===== src/rtl/width_gearbox.sv =====
// LSB-first bit-stream width converter: packs IN_W-bit input words into a
// bit buffer and emits OUT_W-bit output words, with valid/ready on both sides
// and an end-of-stream flush that zero-pads the final partial word.
module width_gearbox #(
    parameter  int IN_W  = 16,
    parameter  int OUT_W = 10,
    localparam int BUF_W = IN_W + OUT_W,
    localparam int CNT_W = $clog2(BUF_W + 1)
) (
    input  logic             clk,
    input  logic             rst,
    input  logic [IN_W-1:0]  in_data,
    input  logic             in_valid,
    output logic             in_ready,
    input  logic             flush,
    output logic [OUT_W-1:0] out_data,
    output logic             out_valid,
    input  logic             out_ready,
    output logic             out_last,
    output logic             flush_done,
    output logic [CNT_W-1:0] fill_level
);

    typedef enum logic {
        S_RUN,
        S_FLUSH
    } state_t;

    localparam logic [CNT_W-1:0] IN_CNT  = CNT_W'(IN_W);
    localparam logic [CNT_W-1:0] OUT_CNT = CNT_W'(OUT_W);
    // Room for one more input word; equals OUT_W, so count < OUT_W always
    // leaves the input side open and the block cannot deadlock.
    localparam logic [CNT_W-1:0] ACC_MAX = CNT_W'(BUF_W - IN_W);

    state_t           state_q, state_d;
    logic [BUF_W-1:0] bits_q, bits_d;
    logic [CNT_W-1:0] count_q, count_d, count_pop;
    logic             done_q, done_d;
    logic             accept, pop;

    // Handshake outputs, decoded from registered state and fill count only.
    always_comb begin
        in_ready  = 1'b0;
        out_valid = 1'b0;
        out_last  = 1'b0;
        case (state_q)
            S_RUN: begin
                in_ready  = (count_q <= ACC_MAX);
                out_valid = (count_q >= OUT_CNT);
            end
            S_FLUSH: begin
                out_valid = (count_q != '0);
                out_last  = (count_q != '0) && (count_q < OUT_CNT);
            end
            default: ;
        endcase
    end

    // Bits above count are kept zero at all times, so the padded final word
    // needs no masking: it is simply the low OUT_W bits of the buffer.
    assign out_data   = bits_q[OUT_W-1:0];
    assign flush_done = done_q;
    assign fill_level = count_q;

    // Next buffer contents, fill count and state from this cycle's transfers.
    always_comb begin
        state_d   = state_q;
        bits_d    = bits_q;
        count_pop = count_q;
        done_d    = 1'b0;
        accept    = in_valid && in_ready;
        pop       = out_valid && out_ready;

        if (pop) begin
            bits_d    = bits_q >> OUT_W;
            count_pop = (count_q >= OUT_CNT) ? (count_q - OUT_CNT) : '0;
        end

        count_d = count_pop;
        if (accept) begin
            // New word lands directly above the bits that survive any pop.
            bits_d  = bits_d | (BUF_W'(in_data) << count_pop);
            count_d = count_pop + IN_CNT;
        end

        case (state_q)
            S_RUN: begin
                if (flush) begin
                    state_d = S_FLUSH;
                end
            end
            S_FLUSH: begin
                // Buffer empty (on entry or after the last pop): finish.
                if (count_d == '0) begin
                    state_d = S_RUN;
                    done_d  = 1'b1;
                end
            end
            default: state_d = S_RUN;
        endcase
    end

    // State, buffer, fill count and completion pulse registers.
    always_ff @(posedge clk) begin
        if (rst) begin
            state_q <= S_RUN;
            bits_q  <= '0;
            count_q <= '0;
            done_q  <= 1'b0;
        end else begin
            state_q <= state_d;
            bits_q  <= bits_d;
            count_q <= count_d;
            done_q  <= done_d;
        end
    end

endmodule


===== config.mk =====
export PLATFORM = sky130hd
export DESIGN_NAME = width_gearbox
export DESIGN_NICKNAME = d
export VERILOG_FILES = /design/src/rtl/width_gearbox.sv
export SDC_FILE = /design/constraint.sdc
export NUM_CORES = 1
export LEC_CHECK = 0
export ABC_AREA = 1
export CORE_MARGIN = 2
export CORE_UTILIZATION = 40
export CTS_BUF_LIST = sky130_fd_sc_hd__clkbuf_2
export CTS_CLUSTER_DIAMETER = 120
export DETAILED_ROUTE_END_ITERATION = 8
export PLACE_DENSITY = 0.65
export SLEW_MARGIN = 20
export SYNTH_ARGS = -nofsm -noshare
export SYNTH_HDL_FRONTEND = slang
export SYNTH_SLANG_ARGS = --single-unit
export TNS_END_PERCENT = 50

===== constraint.sdc =====
create_clock -name clk -period 1.95 [get_ports clk]
set_input_delay 0.39 -clock clk [delete_from_list [all_inputs] [get_ports clk]]
set_output_delay 0.39 -clock clk [all_outputs]
set_load 0.01 [all_outputs]

==> flow_summary.json <==
{
  "synth_compound_area_frac": 0.0924,
  "rrSetupSlack_ps": -470,
  "netlist_top_cells_area": "dfxtp_1, nand2_1, nand3_1, a21oi_1, inv_1",
  "timing.final.crit_share": 1.24,
  "pwr-share-comb": 0.505,
  "dpl_cell_area_um2": 3130,
  "reg2reg_to": "bits_q[21]$_SDFF_PP0_",
  "drv_cap": 0,
  "rows": 28,
  "endpoint_kind": "flip-flop",
  "tightestPinTransition_ps": 358,
  "ys_types": 31,
  "yosys_warnings": 0,
  "cts_hold_buf": 0,
  "relSlewSlack": 0.761,
  "drcViolationCount": 0,
  "vias_per_cell": 5.49,
  "crit_path_top_delay_cell": "dfxtp_4",
  "core_area_um2": 5890,
  "min_from": "bits_q[17]$_SDFF_PP0_",
  "yosysTopAreaCellShare": 0.273,
  "crit_type": "flip-flop to flip-flop",
  "p_seq_frac": 0.311,
  "syn_area_per_cell_um2": 6.09,
  "crit_required_ps": 2250,
  "outcome": "complete, but fails checks",
  "clock-root-buffer": "clkbuf_2",
  "synthesis.nets": 420,
  "ant_nets": 0,
  "hold_viol": 0,
  "totalPowerFinal_uw": 2530,
  "wl_per_cell_um": 16.9,
  "setup_viol": 33,
  "crit_path_max_fanout": 5,
  "irDropWorstVdd_v": 0.000425,
  "io_buffers": 39,
  "num_io_pins": 40,
  "worst_path_largest_cell_delay_ps": 390,
  "finalSetupTns_ps": -10660,
  "hpwlAfterDp_um": 5860,
  "finalClockSkew_ps": 34.0,
  "crit_arrival_ps": 2720,
  "grt_max_degree": 27,
  "fmax_mhz": 413,
  "gp_congestion": 0.954,
  "synth_top_family_by_area": "simple AND/OR/NAND/NOR gates",
  "drv_slew": 0,
  "swShare": 0.404,
  "synthSimpleGateAreaFrac": 0.488,
  "grt_pass1_vias": 2893,
  "drive_above_1_share": 0.481,
  "postLayoutCellArea_um2": 4140,
  "synthMuxAreaShare": 0.0207,
  "cts.sinks": 33,
  "dieArea_um2": 6700,
  "track_usage": 0.270,
  "start_util": 0.412,
  "synth_xor_area_frac": 0.00361,
  "h-tree-depth": 2,
  "hold_path_end": "bits_q[17]$_SDFF_PP0_",
  "violations": "negative setup slack",
  "clock_latency_ps": 380,
  "fp.dieH_um": 81.8,
  "critPathLaunch": "fill_level[2]$_SDFF_PP0_",
  "die-width_um": 81.8,
  "synth-adder-area-share": 0.00516,
  "power.internal_uw": 1500,
  "grt_overflow": 0,
  "ys_seq_elements": 33,
  "drtPass1Iterations": 4,
  "yosys.area.top_type": "dfxtp_1",
  "grt_pass1_wl_um": 13800,
  "p_clk_frac": 0.183,
  "r2r_start": "fill_level[2]$_SDFF_PP0_",
  "grt_antenna_before_repair": 1,
  "netlist_instances": 398,
  "path_cells": "inv_2 > ha_4 > inv_2 > nand2_2 > nand2_4 > buf_12 > a21oi_4 > buf_6 > nand4_4 > nand2_8 > buf_8 > nand2_4 > a21oi_4 > nand2_1 > a21oi_1 > nand2_1 > a21oi_1",
  "post-route-min-period_ps": 2420,
  "synthToLayoutAreaGrowth_pct": 70.7,
  "path_clk_slew_ps": 190,
  "drt_iter0_drc": 249,
  "netlist_area_um2": 2420,
  "synth_seq_area_share": 0.273,
  "tritoncts": "built",
  "worst_slack_ps": -469,
  "cts_buffer_depth": 2,
  "min_path_type": "flip-flop to flip-flop",
  "p_leak_uw": 0.00183,
  "nFillCells": 461,
  "vias": 3032,
  "totalWireLength_um": 9330,
  "cts_inserted_buffers": 5,
  "reg2regPathDepth": 17,
  "p_per_area_nw_per_um2": 611,
  "critPathLaunchType": "flip-flop",
  "layout.nets": 497,
  "hold_path_depth": 2,
  "rsz0062_at_grt": "true",
  "p_sw_uw": 1020
}
critical path: cells and delay by family (launching register included):
family,cells,cell delay (ps)
AOI/OAI and AO/OA,4,550
and+or+nand+nor,7,740
adders and majority gates,1,140
buffers and inverters,5,510
DFF,1,390
flip-flops by register name (all words and copies together), names as in the netlist:
register	cells
fill_level	5
flush_done	1
bits_q	26
state_q	1
cell usage in the layout (no fill, tap or decap), types with 4 or more instances in the layout:
master and instances:
nand4_1 12, a21oi_1 11, a31oi_1 6, nand3_1 20
inv_2 4, nand3_4 13, nand2_2 45, nand3_2 49
nand2_1 81, nand2_4 13, nor2_1 14, clkbuf_2 6
dfxtp_1 28, nor2_4 4, inv_1 22, a21oi_2 11
buf_12 5, buf_6 7, buf_4 43, clkdlybuf4s50_1 34
mux2i_1 5
cells by family after synthesis:
group,Yosys count
and+or+nand+nor,261
adders and majority gates,1
DFF,33
muxes,5
AOI/OAI and AO/OA,39
xor gates and xnor gates,1
buffers and inverters,58
synthesized netlist by cell type (all sizes together):
library cell	n
clkbuf	6
buf	23
nand2	140
inv	29
nand3	82
nand4	13
o211ai	1
a31oi	6
o21ai	7
nand3b	3
or2	2
mux2i	5
xor2	1
nor2	21
ha	1
dfxtp	33
a21oi	25
metal layers:
| layer | GRT usage | up-vias | wire length (um) |
|---|---|---|---|
| li1 | - | 1470 | - |
| met1 | 0.334 | 1429 | 3750 |
| met3 | 0.0473 | 31 | 475 |
| met5 | 0 | - | 0 |
| met2 | 0.469 | 102 | 4760 |
| met4 | 0.0933 | 0 | 337 |
how the worst max path moves through the flow:
stage                                  endpoint  slack, ps  cells after the start
after CTS                 bits_q[21]$_SDFF_PP0_       -300                     17
final                     bits_q[21]$_SDFF_PP0_       -470                     17
after global placement    bits_q[10]$_SDFF_PP0_       -280                     15
after global routing      bits_q[12]$_SDFF_PP0_       -570                     18
after detailed placement  bits_q[10]$_SDFF_PP0_       -290                     15
after floorplan           bits_q[21]$_SDFF_PP0_        -10                     15
power by group through the flow:
stage | registers (uW) | clock network (uW) | logic [uW]
floorplan | 796 | 0 | 615
global placement | 800 | 0 | 952
detailed placement | 802 | 0 | 958
CTS | 787 | 464 | 1100
global route | 795 | 497 | 1380
finish | 787 | 463 | 1280
timing repair:
action,4_1_cts,5_1_grt
setup buffers,14,4
gates resized for setup,104,90
gates cloned,2,1
pin swaps,36,43
endpoints found under the setup margin,32,36
cell type report:
type / count / area (um2) / share of cell area
multi-input cells: 307 / 2200 / 0.532
repair buffers: 99 / 983 / 0.238
flip-flops and latches: 33 / 674 / 0.163
inverters: 29 / 119 / 0.0287
well taps: 75 / 93.8 / 0.0227
clock inverters: 2 / 33.8 / 0.00817
clock buffers: 6 / 30.0 / 0.00726
diodes: 1 / 2.50 / 0.000605
through the flow:
| stage | worst slack (ps) | util | hold slack [ps] | instances |
|---|---|---|---|---|
| floorplan | -13.4 | - | 442 | 398 |
| global placement | -283 | 0.533 | 451 | 524 |
| detailed placement | -286 | 0.533 | 452 | 524 |
| CTS | -300 | 0.636 | 476 | 548 |
| global route | -573 | 0.703 | 511 | 552 |
| finish | -469 | 0.703 | 481 | 552 |
(Power assumes the default switching activity.)
